`config.mk`:
```
export PLATFORM = sky130hd
export DESIGN_NAME = video_lock_ctrl
export DESIGN_NICKNAME = d
export VERILOG_FILES = /design/src/rtl/video_lock_ctrl.sv
export SDC_FILE = /design/constraint.sdc
export NUM_CORES = 1
export LEC_CHECK = 0
export BUFFER_PORTS_ARGS = -buffer_cell sky130_fd_sc_hd__buf_2
export CORE_AREA = 2 2 133 135
export CTS_CLUSTER_DIAMETER = 30
export DETAILED_ROUTE_END_ITERATION = 10
export DIE_AREA = 0 0 135 137
export PLACE_DENSITY = 0.64
export SETUP_SLACK_MARGIN = 0.3
export SYNTH_ARGS = -nofsm -noshare
export SYNTH_HDL_FRONTEND = slang
export SYNTH_SLANG_ARGS = --single-unit
export TNS_END_PERCENT = 100
```
`constraint.sdc`:
```
create_clock -name i_clk -period 5.6 [get_ports i_clk]
set_input_delay 0.28 -clock i_clk [delete_from_list [all_inputs] [get_ports i_clk]]
set_output_delay 0.28 -clock i_clk [all_outputs]
set_load 0.02 [all_outputs]
```
`src/rtl/video_lock_ctrl.sv`:
```
// Measures active geometry of a conditioned video stream, declares lock after
// pLOCK_FRAMES identical frames and forwards DE only for whole locked frames.
module video_lock_ctrl #(
   parameter int unsigned pDATA_WIDTH  = 16,
   parameter int unsigned pCNT_WIDTH   = 12,
   parameter int unsigned pLOCK_FRAMES = 3
) (
   input  logic                   i_clk,
   input  logic                   i_rst_n,
   input  logic                   i_enable,
   input  logic                   i_vsyn,
   input  logic                   i_hsyn,
   input  logic                   i_de,
   input  logic [pDATA_WIDTH-1:0] i_video_data,
   output logic                   o_vsyn,
   output logic                   o_hsyn,
   output logic                   o_de,
   output logic [pDATA_WIDTH-1:0] o_video_data,
   output logic                   o_locked,
   output logic [pCNT_WIDTH-1:0]  o_h_active,
   output logic [pCNT_WIDTH-1:0]  o_v_active,
   output logic                   o_frame_start,
   output logic                   o_err
);

   localparam int unsigned MW = 4;
   localparam logic [pCNT_WIDTH-1:0] CNT_MAX = '1;

   typedef enum logic [1:0] {ST_IDLE, ST_SYNC, ST_MEAS, ST_LOCKED} state_t;

   state_t                 state_q, state_d;
   logic                   vsyn_q, vsyn_d, hsyn_q, hsyn_d;
   logic                   de_in_q, de_in_d, de_out_q, de_out_d;
   logic [pDATA_WIDTH-1:0] data_q, data_d;
   logic                   locked_q, locked_d, fs_q, fs_d, err_q, err_d;
   logic [pCNT_WIDTH-1:0]  h_act_q, h_act_d, v_act_q, v_act_d;
   logic [pCNT_WIDTH-1:0]  st_h_q, st_h_d, st_v_q, st_v_d;
   logic [pCNT_WIDTH-1:0]  run_q, run_d, line_q, line_d, ref_h_q, ref_h_d;
   logic                   ref_vld_q, ref_vld_d, bad_q, bad_d;
   logic [MW-1:0]          match_q, match_d;

   logic                   fb_c, line_end_c, run_bad_c, frame_bad_c, mismatch_c, gate_c;
   logic [pCNT_WIDTH-1:0]  lines_inc_c, lines_eff_c, frame_h_c;

   // Geometry measurement; a line end coincident with FB belongs to the ending frame.
   always_comb begin
      fb_c        = ~i_vsyn & vsyn_q;
      line_end_c  = ~i_de & de_in_q;
      lines_inc_c = (line_q == CNT_MAX) ? line_q : line_q + pCNT_WIDTH'(1);
      lines_eff_c = line_end_c ? lines_inc_c : line_q;
      run_bad_c   = line_end_c & ((ref_vld_q & (run_q != ref_h_q)) | (run_q == CNT_MAX));
      frame_h_c   = ref_vld_q ? ref_h_q : run_q;
      frame_bad_c = bad_q | run_bad_c | (lines_eff_c == '0) | (lines_eff_c == CNT_MAX);
      mismatch_c  = (state_q == ST_LOCKED) &
                    ((line_end_c & ((run_q != st_h_q) | (lines_inc_c > st_v_q))) |
                     (fb_c & (lines_eff_c != st_v_q)));

      run_d     = run_q;
      line_d    = line_q;
      ref_h_d   = ref_h_q;
      ref_vld_d = ref_vld_q;
      bad_d     = bad_q;
      if (fb_c || line_end_c) begin
         run_d = pCNT_WIDTH'(i_de);
      end else if (i_de && (run_q != CNT_MAX)) begin
         run_d = run_q + pCNT_WIDTH'(1);
      end
      if (fb_c) begin
         line_d    = '0;
         ref_vld_d = 1'b0;
         bad_d     = 1'b0;
      end else if (line_end_c) begin
         line_d = lines_inc_c;
         bad_d  = bad_q | run_bad_c | (lines_inc_c == CNT_MAX);
         if (!ref_vld_q) begin
            ref_h_d   = run_q;
            ref_vld_d = 1'b1;
         end
      end
   end

   // Lock FSM and gated outputs.
   always_comb begin
      state_d  = state_q;
      match_d  = match_q;
      st_h_d   = st_h_q;
      st_v_d   = st_v_q;
      h_act_d  = h_act_q;
      v_act_d  = v_act_q;
      fs_d     = 1'b0;
      err_d    = 1'b0;
      gate_c   = 1'b0;
      vsyn_d   = i_vsyn;
      hsyn_d   = i_hsyn;
      de_in_d  = i_de;
      data_d   = i_video_data;

      if (!i_enable) begin
         state_d = ST_IDLE;
         match_d = '0;
      end else begin
         case (state_q)
            ST_IDLE: begin
               match_d = '0;
               state_d = ST_SYNC;
            end
            ST_SYNC: begin
               if (fb_c) state_d = ST_MEAS;
            end
            ST_MEAS: begin
               if (fb_c) begin
                  if (frame_bad_c) begin
                     match_d = '0;
                  end else if ((frame_h_c == st_h_q) && (lines_eff_c == st_v_q)) begin
                     match_d = match_q + MW'(1);
                  end else begin
                     st_h_d  = frame_h_c;
                     st_v_d  = lines_eff_c;
                     match_d = MW'(1);
                  end
                  if (!frame_bad_c && (match_d == MW'(pLOCK_FRAMES))) begin
                     state_d = ST_LOCKED;
                     h_act_d = frame_h_c;
                     v_act_d = lines_eff_c;
                     fs_d    = 1'b1;
                     gate_c  = 1'b1;
                  end
               end
            end
            ST_LOCKED: begin
               if (mismatch_c) begin
                  err_d   = 1'b1;
                  match_d = '0;
                  state_d = fb_c ? ST_MEAS : ST_SYNC;
               end else begin
                  gate_c = 1'b1;
                  fs_d   = fb_c;
               end
            end
            default: state_d = ST_IDLE;
         endcase
      end

      de_out_d = i_de & gate_c;
      locked_d = (state_d == ST_LOCKED);
   end

   always_ff @(posedge i_clk or negedge i_rst_n) begin
      if (!i_rst_n) begin
         state_q   <= ST_IDLE;
         vsyn_q    <= 1'b1;
         hsyn_q    <= 1'b1;
         de_in_q   <= 1'b0;
         de_out_q  <= 1'b0;
         data_q    <= '0;
         locked_q  <= 1'b0;
         fs_q      <= 1'b0;
         err_q     <= 1'b0;
         h_act_q   <= '0;
         v_act_q   <= '0;
         st_h_q    <= '0;
         st_v_q    <= '0;
         run_q     <= '0;
         line_q    <= '0;
         ref_h_q   <= '0;
         ref_vld_q <= 1'b0;
         bad_q     <= 1'b0;
         match_q   <= '0;
      end else begin
         state_q   <= state_d;
         vsyn_q    <= vsyn_d;
         hsyn_q    <= hsyn_d;
         de_in_q   <= de_in_d;
         de_out_q  <= de_out_d;
         data_q    <= data_d;
         locked_q  <= locked_d;
         fs_q      <= fs_d;
         err_q     <= err_d;
         h_act_q   <= h_act_d;
         v_act_q   <= v_act_d;
         st_h_q    <= st_h_d;
         st_v_q    <= st_v_d;
         run_q     <= run_d;
         line_q    <= line_d;
         ref_h_q   <= ref_h_d;
         ref_vld_q <= ref_vld_d;
         bad_q     <= bad_d;
         match_q   <= match_d;
      end
   end

   assign o_vsyn        = vsyn_q;
   assign o_hsyn        = hsyn_q;
   assign o_de          = de_out_q;
   assign o_video_data  = data_q;
   assign o_locked      = locked_q;
   assign o_h_active    = h_act_q;
   assign o_v_active    = v_act_q;
   assign o_frame_start = fs_q;
   assign o_err         = err_q;

endmodule

```
==> results of run 1 <==
## state kept, by name, summed over array words and instances (netlist names), 2 cells and up
name / flops
ref_h_q: 12
state_q: 2
match_q: 4
st_v_q: 12
run_q: 12
o_v_active: 12
line_q: 12
o_h_active: 12
o_video_data: 16
st_h_q: 12
## through the flow
step	instances	total power [W]	instance area [sq um]
floorplan	598	0.00108	6700
global placement	852	0.00117	7070
detailed placement	852	0.00117	7070
CTS	903	0.00242	7940
global route	903	0.00249	7940
finish	903	0.00241	7940
## metal layers
metal	global-route usage (%)	routed length, um	part of all wire (%)	vias to the layer above
li1	-	-	-	2292
met1	28.1	8030	46	2560
met2	30.1	8030	46	206
met3	3.44	999	5.7	36
met4	7.47	388	2.2	0
met5	0	0	0	-
## final cells by class
cell class | instances | area (sq um)
fill | 1556 | 9120
timing repair buffer | 91 | 566
tap | 225 | 282
clock inverter | 10 | 193
multi-input combinational | 423 | 3470
inverter | 17 | 63.8
clock buffer | 22 | 484
sequential | 115 | 2880
## logic make-up (layout without fill, tap and decap cells)
logic type / after synthesis / in the layout
adders and majority gates: 14 / 14
muxes: 80 / 80
xor gates and xnor gates: 60 / 60
buffers and inverters: 60 / 140
and+or+nand+nor: 182 / 182
DFF: 115 / 115
AOI/OAI and AO/OA: 87 / 87
## worst max-delay path by stage
stage | startpoint | to | slack [ns] | depth (start not counted)
2_1_floorplan | line_q[0]$_DFF_PN0_ | match_q[2]$_DFFE_PN0P_ | 1.85 | 16
3_3_place_gp | line_q[0]$_DFF_PN0_ | match_q[2]$_DFFE_PN0P_ | 1.16 | 15
3_5_place_dp | line_q[0]$_DFF_PN0_ | match_q[2]$_DFFE_PN0P_ | 1.05 | 15
4_1_cts | line_q[0]$_DFF_PN0_ | match_q[2]$_DFFE_PN0P_ | 1.02 | 15
5_1_grt | line_q[0]$_DFF_PN0_ | match_q[2]$_DFFE_PN0P_ | 0.55 | 15
6_report | line_q[0]$_DFF_PN0_ | match_q[2]$_DFFE_PN0P_ | 0.92 | 15
## cell usage in the layout, fill, tap and decap left out, drive strengths merged, types with 6 or more instances in the layout
cell / count
mux2: 76
nand4: 24
dlygate4sd3: 19
inv: 20
nand2: 26
ha: 14
and2: 11
a31oi: 9
dfrtp: 113
and3: 7
xnor2: 51
or3: 8
nor3: 16
o21ai: 18
nand2b: 11
clkbuf: 22
a21oi: 15
nand3: 19
buf: 72
nor2b: 6
nor4: 10
xor2: 9
and4: 6
nor2: 27
## worst max-delay path, stage by stage, from the launching register on
cell and delay, ns:
dfrtp_1 0.66, ha_1 0.33, nand3_2 0.32, nor3_1 0.69, nor2_1 0.13, xor2_1 0.19
ha_1 0.32, and4_1 0.23, nand3_1 0.11, a21oi_1 0.13, a2111oi_0 0.08, o31a_1 0.34
a41o_1 0.25, a41o_1 0.25, or4_1 0.42, o21ai_1 0.13
## power by group through the flow
stage	logic, W	clock network [W]	registers, W
after floorplan	0.000183	0	0.000900
after global placement	0.000251	0	0.000916
after detailed placement	0.000252	0	0.000918
after CTS	0.000264	0.00126	0.000904
after global routing	0.000291	0.00129	0.000909
final	0.000264	0.00124	0.000905
==> flow_metrics.tcl, run 1 <==
set metrics [dict create \
    clkPwrFrac_pct 51.5 \
    antenna_found_initial 0 \
    cts_root_buf "clkbuf_16" \
    power.share.sequential_pct 37.5 \
    cts-hold-fix-buffers 19 \
    fin_nets 701 \
    dp_hpwl_mm 12.2 \
    drc 0 \
    cap_violations 0 \
    finalSetupTns_ns 0 \
    power_leakage_nw 3.63 \
    syn_inst 598 \
    wl_mm 17.4 \
    max_freq_mhz 213 \
    synth-compound-area-share_pct 9.77 \
    vias 5094 \
    path_max_fanout 15 \
    grt_pass1_vias 5165 \
    worstPathArrival_ns 5.02 \
    ir_drop_mv 0.274 \
    synth_area_per_cell_sq_um 11.2 \
    die_y_um 137 \
    final_hold_viol_count 0 \
    worstSetupPathType "reg -> reg" \
    yosysTopAreaCell "dfrtp_1" \
    drive_above_1_share_pct 28.6 \
    ioPinCount 68 \
    critPathCaptureType "flip-flop" \
    min_period_over_period_pct 83.7 \
    startpoint_type "flip-flop" \
    min-delay-start "i_de" \
    reg2reg_depth 15 \
    whs_path_depth 1 \
    slew_headroom_pct 39.4 \
    final_util_pct 46.5 \
    overflow 0 \
    die_w_um 135 \
    synth-simple-area-share_pct 16.0 \
    worstMarginPinSlew_ns 0.909 \
    synth_xor_area_share_pct 7.85 \
    initial_core_util_pct 39.3 \
    r2r_end "match_q[2]$_DFFE_PN0P_" \
    synth-seq-cells 115 \
    layout_min_cycle_time_ns 4.68 \
    post_cts_buffers 0 \
    numCtsBuffers 17 \
    dr.pass1.iters 5 \
    cts_buffer_depth 2 \
    synthTopCellsByCount "dfrtp_1 (113), xnor2_1 (51), mux2_4 (39)" \
    yosysMostFrequentCell "dfrtp_1" \
    post_cts_resized 0 \
    n_antenna_cell 0 \
    p_per_area_nw_per_um2 304 \
    synth-edff-count 0 \
    yosysTopAreaCellShare_pct 42.2 \
    setup_slack_ns 0.915 \
    synthTopCellsByArea "dfrtp_1 (42%), mux2_4 (8.7%), xnor2_1 (6.7%), mux2_2 (5.9%), ha_1 (2.6%)" \
    viasPerCell 5.64 \
    hold_path_end "de_in_q$_DFF_PN0_" \
    htree_num_levels 4 \
    clkSlewWorstSetupHoldPaths_ns 0.06 \
    row_count 48 \
    synth-async-reset-ratio_pct 100 \
    clkSinkCount 115 \
    grt_max_degree 70 \
    hp-class "in -> reg" \
    synth_cell_type_count 74 \
    cts_tree "done" \
    p_sw_w 0.000594 \
    synthMuxAreaShare_pct 15.6 \
    synth_ff_type "dfrtp_1" \
    report.final.setup_viol 0 \
    design.die.area_sq_um 18500 \
    rsz0062_at_grt "no" \
    synth_top_family_by_area "simple AND/OR/NAND/NOR gates" \
    ant_nets 0 \
    synth.net_count 634 \
    yosysWarnings 0 \
    status "finished, final reports clean" \
    areaGrowthSynthToFinish_pct 18.5 \
    core-area_sq_um 17100 \
    r2r_slack_ns 0.92 \
    grt_pass1_wl_mm 28.3 \
    synth_adder_area_share_pct 2.62 \
    clk_latency_ns 0.42 \
    swShare_pct 24.6 \
    report.final.slew_viol_count 0 \
    gp_congestion 0.975 \
    reg2reg_from "line_q[0]$_DFF_PN0_" \
    cp.required_ns 5.94 \
    timing.hold.ws_ns 0.132 \
    pwr-share-comb_pct 11.0 \
    drt_iter0_drc 324 \
    wl_per_cell_um 19.3 \
    dp_slack_ns 1.05 \
    clock_skew_ns 0.0106 \
    numPortBuffers 67 \
    yosysSeqAreaShare_pct 43.0 \
    grtUsageTotal_pct 19.8 \
    intPower_w 0.00182 \
    syn_area_sq_um 6700 \
]
(Power assumes the default switching activity.)
==> run 2, diff against run 1 <==
==> constraint.sdc (replaced) <==
create_clock -name i_clk -period 4.5 [get_ports i_clk]
set_input_delay 0.225 -clock i_clk [delete_from_list [all_inputs] [get_ports i_clk]]
set_output_delay 0.225 -clock i_clk [all_outputs]
set_load 0.02 [all_outputs]
==> flow_metrics.tcl, run 2 (synthesis results as in run 1) <==
set metrics [dict create \
    status "finished, final reports clean" \
    highest-signal-layer "met4" \
    setup.worst_path.start "line_q[7]$_DFF_PN0_" \
    die_y_um 137 \
    p_per_area_nw_per_um2 347 \
    reg2reg_from "line_q[7]$_DFF_PN0_" \
    wl_per_cell_um 19.3 \
    drt_iter0_drc 380 \
    ir_drop_mv 0.260 \
    worstPathArrival_ns 4.29 \
    n_antenna_cell 0 \
    htree_num_levels 4 \
    cap_violations 0 \
    dp_slack_ns 0.384 \
    wl_met1_mm 8.26 \
    wl_mm 17.7 \
    grt_max_degree 66 \
    fin_nets 714 \
    cts_buffer_depth 2 \
    post_cts_buffers 0 \
    drc 0 \
    numCtsBuffers 17 \
    dr.pass1.iters 5 \
    mostFrequentLayoutCells "dfrtp_1 (110), buf_2 (66), xnor2_1 (51)" \
    power_leakage_nw 3.64 \
    viasPerCell 5.57 \
    numPortBuffers 67 \
    min-delay-start "i_de" \
    vias 5098 \
    dr_wl_met3_um 979 \
    ant_nets 0 \
    setup_slack_ns 0.555 \
    clkSinkCount 115 \
    areaGrowthSynthToFinish_pct 18.9 \
    gp_congestion 0.981 \
    worstMarginPinSlew_ns 0.910 \
    grt_pass1_vias 5144 \
    drive_above_1_share_pct 31.3 \
    final_util_pct 46.7 \
    stdcell_count 916 \
    whs_path_depth 1 \
    antenna_found_initial 0 \
    cts_tree "done" \
    clock_skew_ns 0.00727 \
    core-area_sq_um 17100 \
    fillers 1597 \
    timing.hold.ws_ns 0.0709 \
    cts_root_buf "clkbuf_16" \
    die_w_um 135 \
    startpoint_type "flip-flop" \
    hp-class "in -> reg" \
    dp.cells 865 \
    multi_input_area_sq_um 3480 \
    slew_headroom_pct 39.2 \
    report.final.setup_viol 0 \
    report.final.slew_viol_count 0 \
    clkSlewWorstSetupHoldPaths_ns 0.06 \
    reg2reg_depth 13 \
    worstSetupPathType "reg -> reg" \
    rsz0062_at_grt "no" \
    met2_length_mm 8.02 \
    dp_hpwl_mm 12.5 \
    final_hold_viol_count 0 \
    overflow 0 \
    seq_area_sq_um 2880 \
    max_freq_mhz 254 \
    largest_register_ffs 16 \
    grt_pass1_wl_mm 28.2 \
    layout_commonest_cell "dfrtp_1" \
    cp.required_ns 4.85 \
    path_max_fanout 10 \
    finalSetupTns_ns 0 \
    min_period_over_period_pct 87.7 \
    ioPinCount 68 \
    grtUsageTotal_pct 19.9 \
    layout_min_cycle_time_ns 3.94 \
    clk_latency_ns 0.42 \
    row_count 48 \
    design.die.area_sq_um 18500 \
    critPathCaptureType "flip-flop" \
    initial_core_util_pct 39.3 \
]
## run 2: path summary, 6_finish.rpt
kind | to | slack [ns]
min in group asynchronous | o_h_active[3]$_DFFE_PN0P_ | 0.43
setup reg to reg | match_q[2]$_DFFE_PN0P_ | 0.56
hold reg to reg | o_v_active[10]$_DFFE_PN0P_ | 0.51
hold / removal | de_in_q$_DFF_PN0_ | 0.07
setup / recovery | match_q[2]$_DFFE_PN0P_ | 0.56
max in group asynchronous | line_q[5]$_DFF_PN0_ | 2.89
## run 2: through the flow
| stage | total power (W) | instance area [sq um] |
|---|---|---|
| after global routing | 0.00287 | 7970 |
| after detailed placement | 0.00146 | 7190 |
| final | 0.00276 | 7970 |
| after global placement | 0.00146 | 7190 |
| after floorplan | 0.00135 | 6700 |
| after CTS | 0.00278 | 7950 |
## run 2: critical path, stage by stage, from the launching register on
cell and delay, ns:
dfrtp_1 0.61, nand4_4 0.29, nor3_1 0.32, mux2_2 0.40
ha_1 0.29, and4_1 0.23, nand3_1 0.10, a21oi_1 0.13
a2111oi_0 0.08, o31a_1 0.35, a41o_1 0.26, a41o_1 0.25
or4_1 0.42, o21ai_1 0.12
## run 2: cell type report
type / count / share of cell area, %
inverter: 17 / 0.801
sequential: 115 / 36.2
tap: 225 / 3.53
clock buffer: 18 / 5.51
timing repair buffer: 104 / 8.64
multi-input combinational: 423 / 43.7
clock inverter: 14 / 1.57
## run 2: where the power goes
group / total [W] / internal, W / leakage [nW] / switching, W
sequential: 0.00112 / 0.00107 / 1.54 / 0.0000497
clock: 0.00130 / 0.000777 / 0.274 / 0.000523
combinational: 0.000345 / 0.000152 / 1.83 / 0.000194
## run 2: per-layer routing
layer  vias up  GRT usage, %
met3        34          4.67
met2       188          29.6
met1      2557          28.1
li1       2319             -
met4         0          7.99
met5         -             0
## run 2: timing repair
item                                   4_1_cts  5_1_grt
resized for setup                            0        9
endpoints found under the hold margin       81        0
setup endpoints to repair                    0       40
hold buffers                                19        0
==> run 3, diff against run 2 <==
--- a/config.mk
+++ b/config.mk
@@ -7,6 +7,7 @@
 export LEC_CHECK = 0
 export BUFFER_PORTS_ARGS = -buffer_cell sky130_fd_sc_hd__buf_2
 export CORE_AREA = 2 2 133 135
+export CTS_BUF_LIST = sky130_fd_sc_hd__clkbuf_8
 export CTS_CLUSTER_DIAMETER = 30
 export DETAILED_ROUTE_END_ITERATION = 10
 export DIE_AREA = 0 0 135 137
==> flow_metrics.tcl, run 3 (synthesis results as in run 1) <==
set metrics [dict create \
    viasPerCell 5.55 \
    r2r_slack_ns 0.51 \
    cap_violations 0 \
    p_per_area_nw_per_um2 307 \
    clkSlewWorstSetupHoldPaths_ns 0.07 \
    mostFrequentLayoutCells "dfrtp_1 (111), buf_2 (66), xnor2_1 (51)" \
    drc 0 \
    initial_core_util_pct 39.3 \
    grt_max_degree 66 \
    max_freq_mhz 251 \
    wl_met1_mm 8.14 \
    ioPinCount 68 \
    report.final.slew_viol_count 0 \
    hp-class "in -> reg" \
    finalSetupTns_ns 0 \
    dr_wl_met3_mm 1.00 \
    die_y_um 137 \
    design.die.area_sq_um 18500 \
    swShare_pct 29.9 \
    grt_pass1_wl_mm 28.1 \
    report.final.setup_viol 0 \
    wl_mm 17.5 \
    vias 5087 \
    cts_tree "done" \
    numPortBuffers 67 \
    cts_buffer_depth 2 \
    largest_register_ffs 16 \
    clk_latency_ns 0.46 \
    cp_cell_sequence "nand4_4 -> nor3_1 -> mux2_2 -> ha_1 -> and4_1 -> nand3_1 -> a21oi_1 -> a2111oi_0 -> o31a_1 -> a41o_1 -> a41o_1 -> or4_1 -> o21ai_1" \
    dp.cells 865 \
    worstMarginPinSlew_ns 0.903 \
    timing.hold.ws_ns 0.0809 \
    layout_commonest_cell "dfrtp_1" \
    clock_skew_ns 0.0127 \
    ir_drop_mv 0.291 \
    wl_per_cell_um 19.0 \
    antenna_found_initial 0 \
    rsz0062_at_grt "no" \
    worstSetupPathType "reg -> reg" \
    power.share.sequential_pct 46.8 \
    cp_slowest_stage_delay_ns 0.66 \
    worstPathArrival_ns 4.37 \
    die_w_um 135 \
    ant_nets 0 \
    status "finished, final reports clean" \
    dp_hpwl_mm 12.5 \
    fin_nets 715 \
    p_sw_w 0.000714 \
    path_common_cell "a41o_1" \
    slew_headroom_pct 39.7 \
    met2_length_mm 7.93 \
    final_util_pct 45.6 \
    pwr-share-comb_pct 14.5 \
    gp_congestion 0.981 \
    power_leakage_nw 3.56 \
    dr.pass1.iters 5 \
    row_count 48 \
    startpoint_type "flip-flop" \
    fillers 1625 \
    clkSinkCount 115 \
    highest-signal-layer "met4" \
    clkPwrFrac_pct 38.7 \
    numCtsBuffers 17 \
    min_period_over_period_pct 88.7 \
    path_max_fanout 12 \
    drt_iter0_drc 344 \
    intPower_w 0.00167 \
    cts_root_buf "clkbuf_8" \
    cp.required_ns 4.88 \
    areaGrowthSynthToFinish_pct 16.2 \
    drive_above_1_share_pct 31.1 \
    final_hold_viol_count 0 \
    grt_pass1_vias 5111 \
    grtUsageTotal_pct 19.8 \
    n_antenna_cell 0 \
    layout_min_cycle_time_ns 3.99 \
    stdcell_count 917 \
    overflow 0 \
    critPathCaptureType "flip-flop" \
    core-area_sq_um 17100 \
    crit_slowest_cell "dfrtp_1" \
    htree_num_levels 4 \
]
run 3: cell types whose count changed in the layout (fill, tap and decap cells not counted):
cell           change
clkbuf_16         -17
clkbuf_8          +17
dfrtp_1            +1
dfrtp_2            -1
dlygate4sd3_1      +1
run 3: cell type report:
cell class                 count  area [sq um]  share of cell area [%]
sequential                   115          2880                    37.0
tap                          225           282                    3.62
clock inverter                14           125                    1.61
inverter                      17          63.8                   0.820
multi-input combinational    423          3480                    44.8
clock buffer                  18           248                    3.18
timing repair buffer         105           698                    8.97
run 3: final timing paths:
kind,to,depth (start not counted),start
worst max-delay path,match_q[2]$_DFFE_PN0P_,13,line_q[4]$_DFF_PN0_
worst min-delay path,state_q[0]$_DFF_PN0_,2,i_enable
worst max register to register,match_q[2]$_DFFE_PN0P_,13,line_q[4]$_DFF_PN0_
worst min register to register,o_v_active[10]$_DFFE_PN0P_,1,o_v_active[10]$_DFFE_PN0P_
max in group asynchronous,line_q[5]$_DFF_PN0_,3,i_rst_n
min in group asynchronous,st_h_q[2]$_DFFE_PN0P_,2,i_rst_n
run 3: layer usage:
metal / GRT usage, % / up-vias
li1: - / 2318
met1: 28.0 / 2542
met2: 29.4 / 185
met3: 4.56 / 42
met4: 8.22 / 0
met5: 0 / -
run 3: worst max-delay path, delay by kind of cell, from the launching register on:
family                     cells  cell delay, ns
and+or+nand+nor                5            1.34
AOI/OAI and AO/OA              6            1.19
DFF                            1            0.66
muxes                          1            0.40
adders and majority gates      1            0.29
run 3: through the flow:
stage	cell area, sq um	worst slack (ns)	power (W)
after global routing	7780	0.306	0.00250
final	7780	0.510	0.00239
after global placement	7190	0.500	0.00146
after CTS	7770	0.390	0.00241
after detailed placement	7190	0.384	0.00146
after floorplan	6700	0.747	0.00135
run 3: timing repair:
action | 4_1_cts | 5_1_grt
endpoints found under the hold margin | 82 | 0
gates resized for setup | 0 | 8
endpoints found under the setup margin | 0 | 33
hold buffers | 20 | 0
buffers inserted | 0 | 0
run 3: power by group through the flow:
stage / sequential [W] / combinational, W / clock (W)
5_1_grt: 0.00112 / 0.000376 / 0.000998
6_report: 0.00112 / 0.000346 / 0.000925
2_1_floorplan: 0.00112 / 0.000228 / 0
4_1_cts: 0.00111 / 0.000343 / 0.000949
3_5_place_dp: 0.00113 / 0.000328 / 0
3_3_place_gp: 0.00113 / 0.000328 / 0
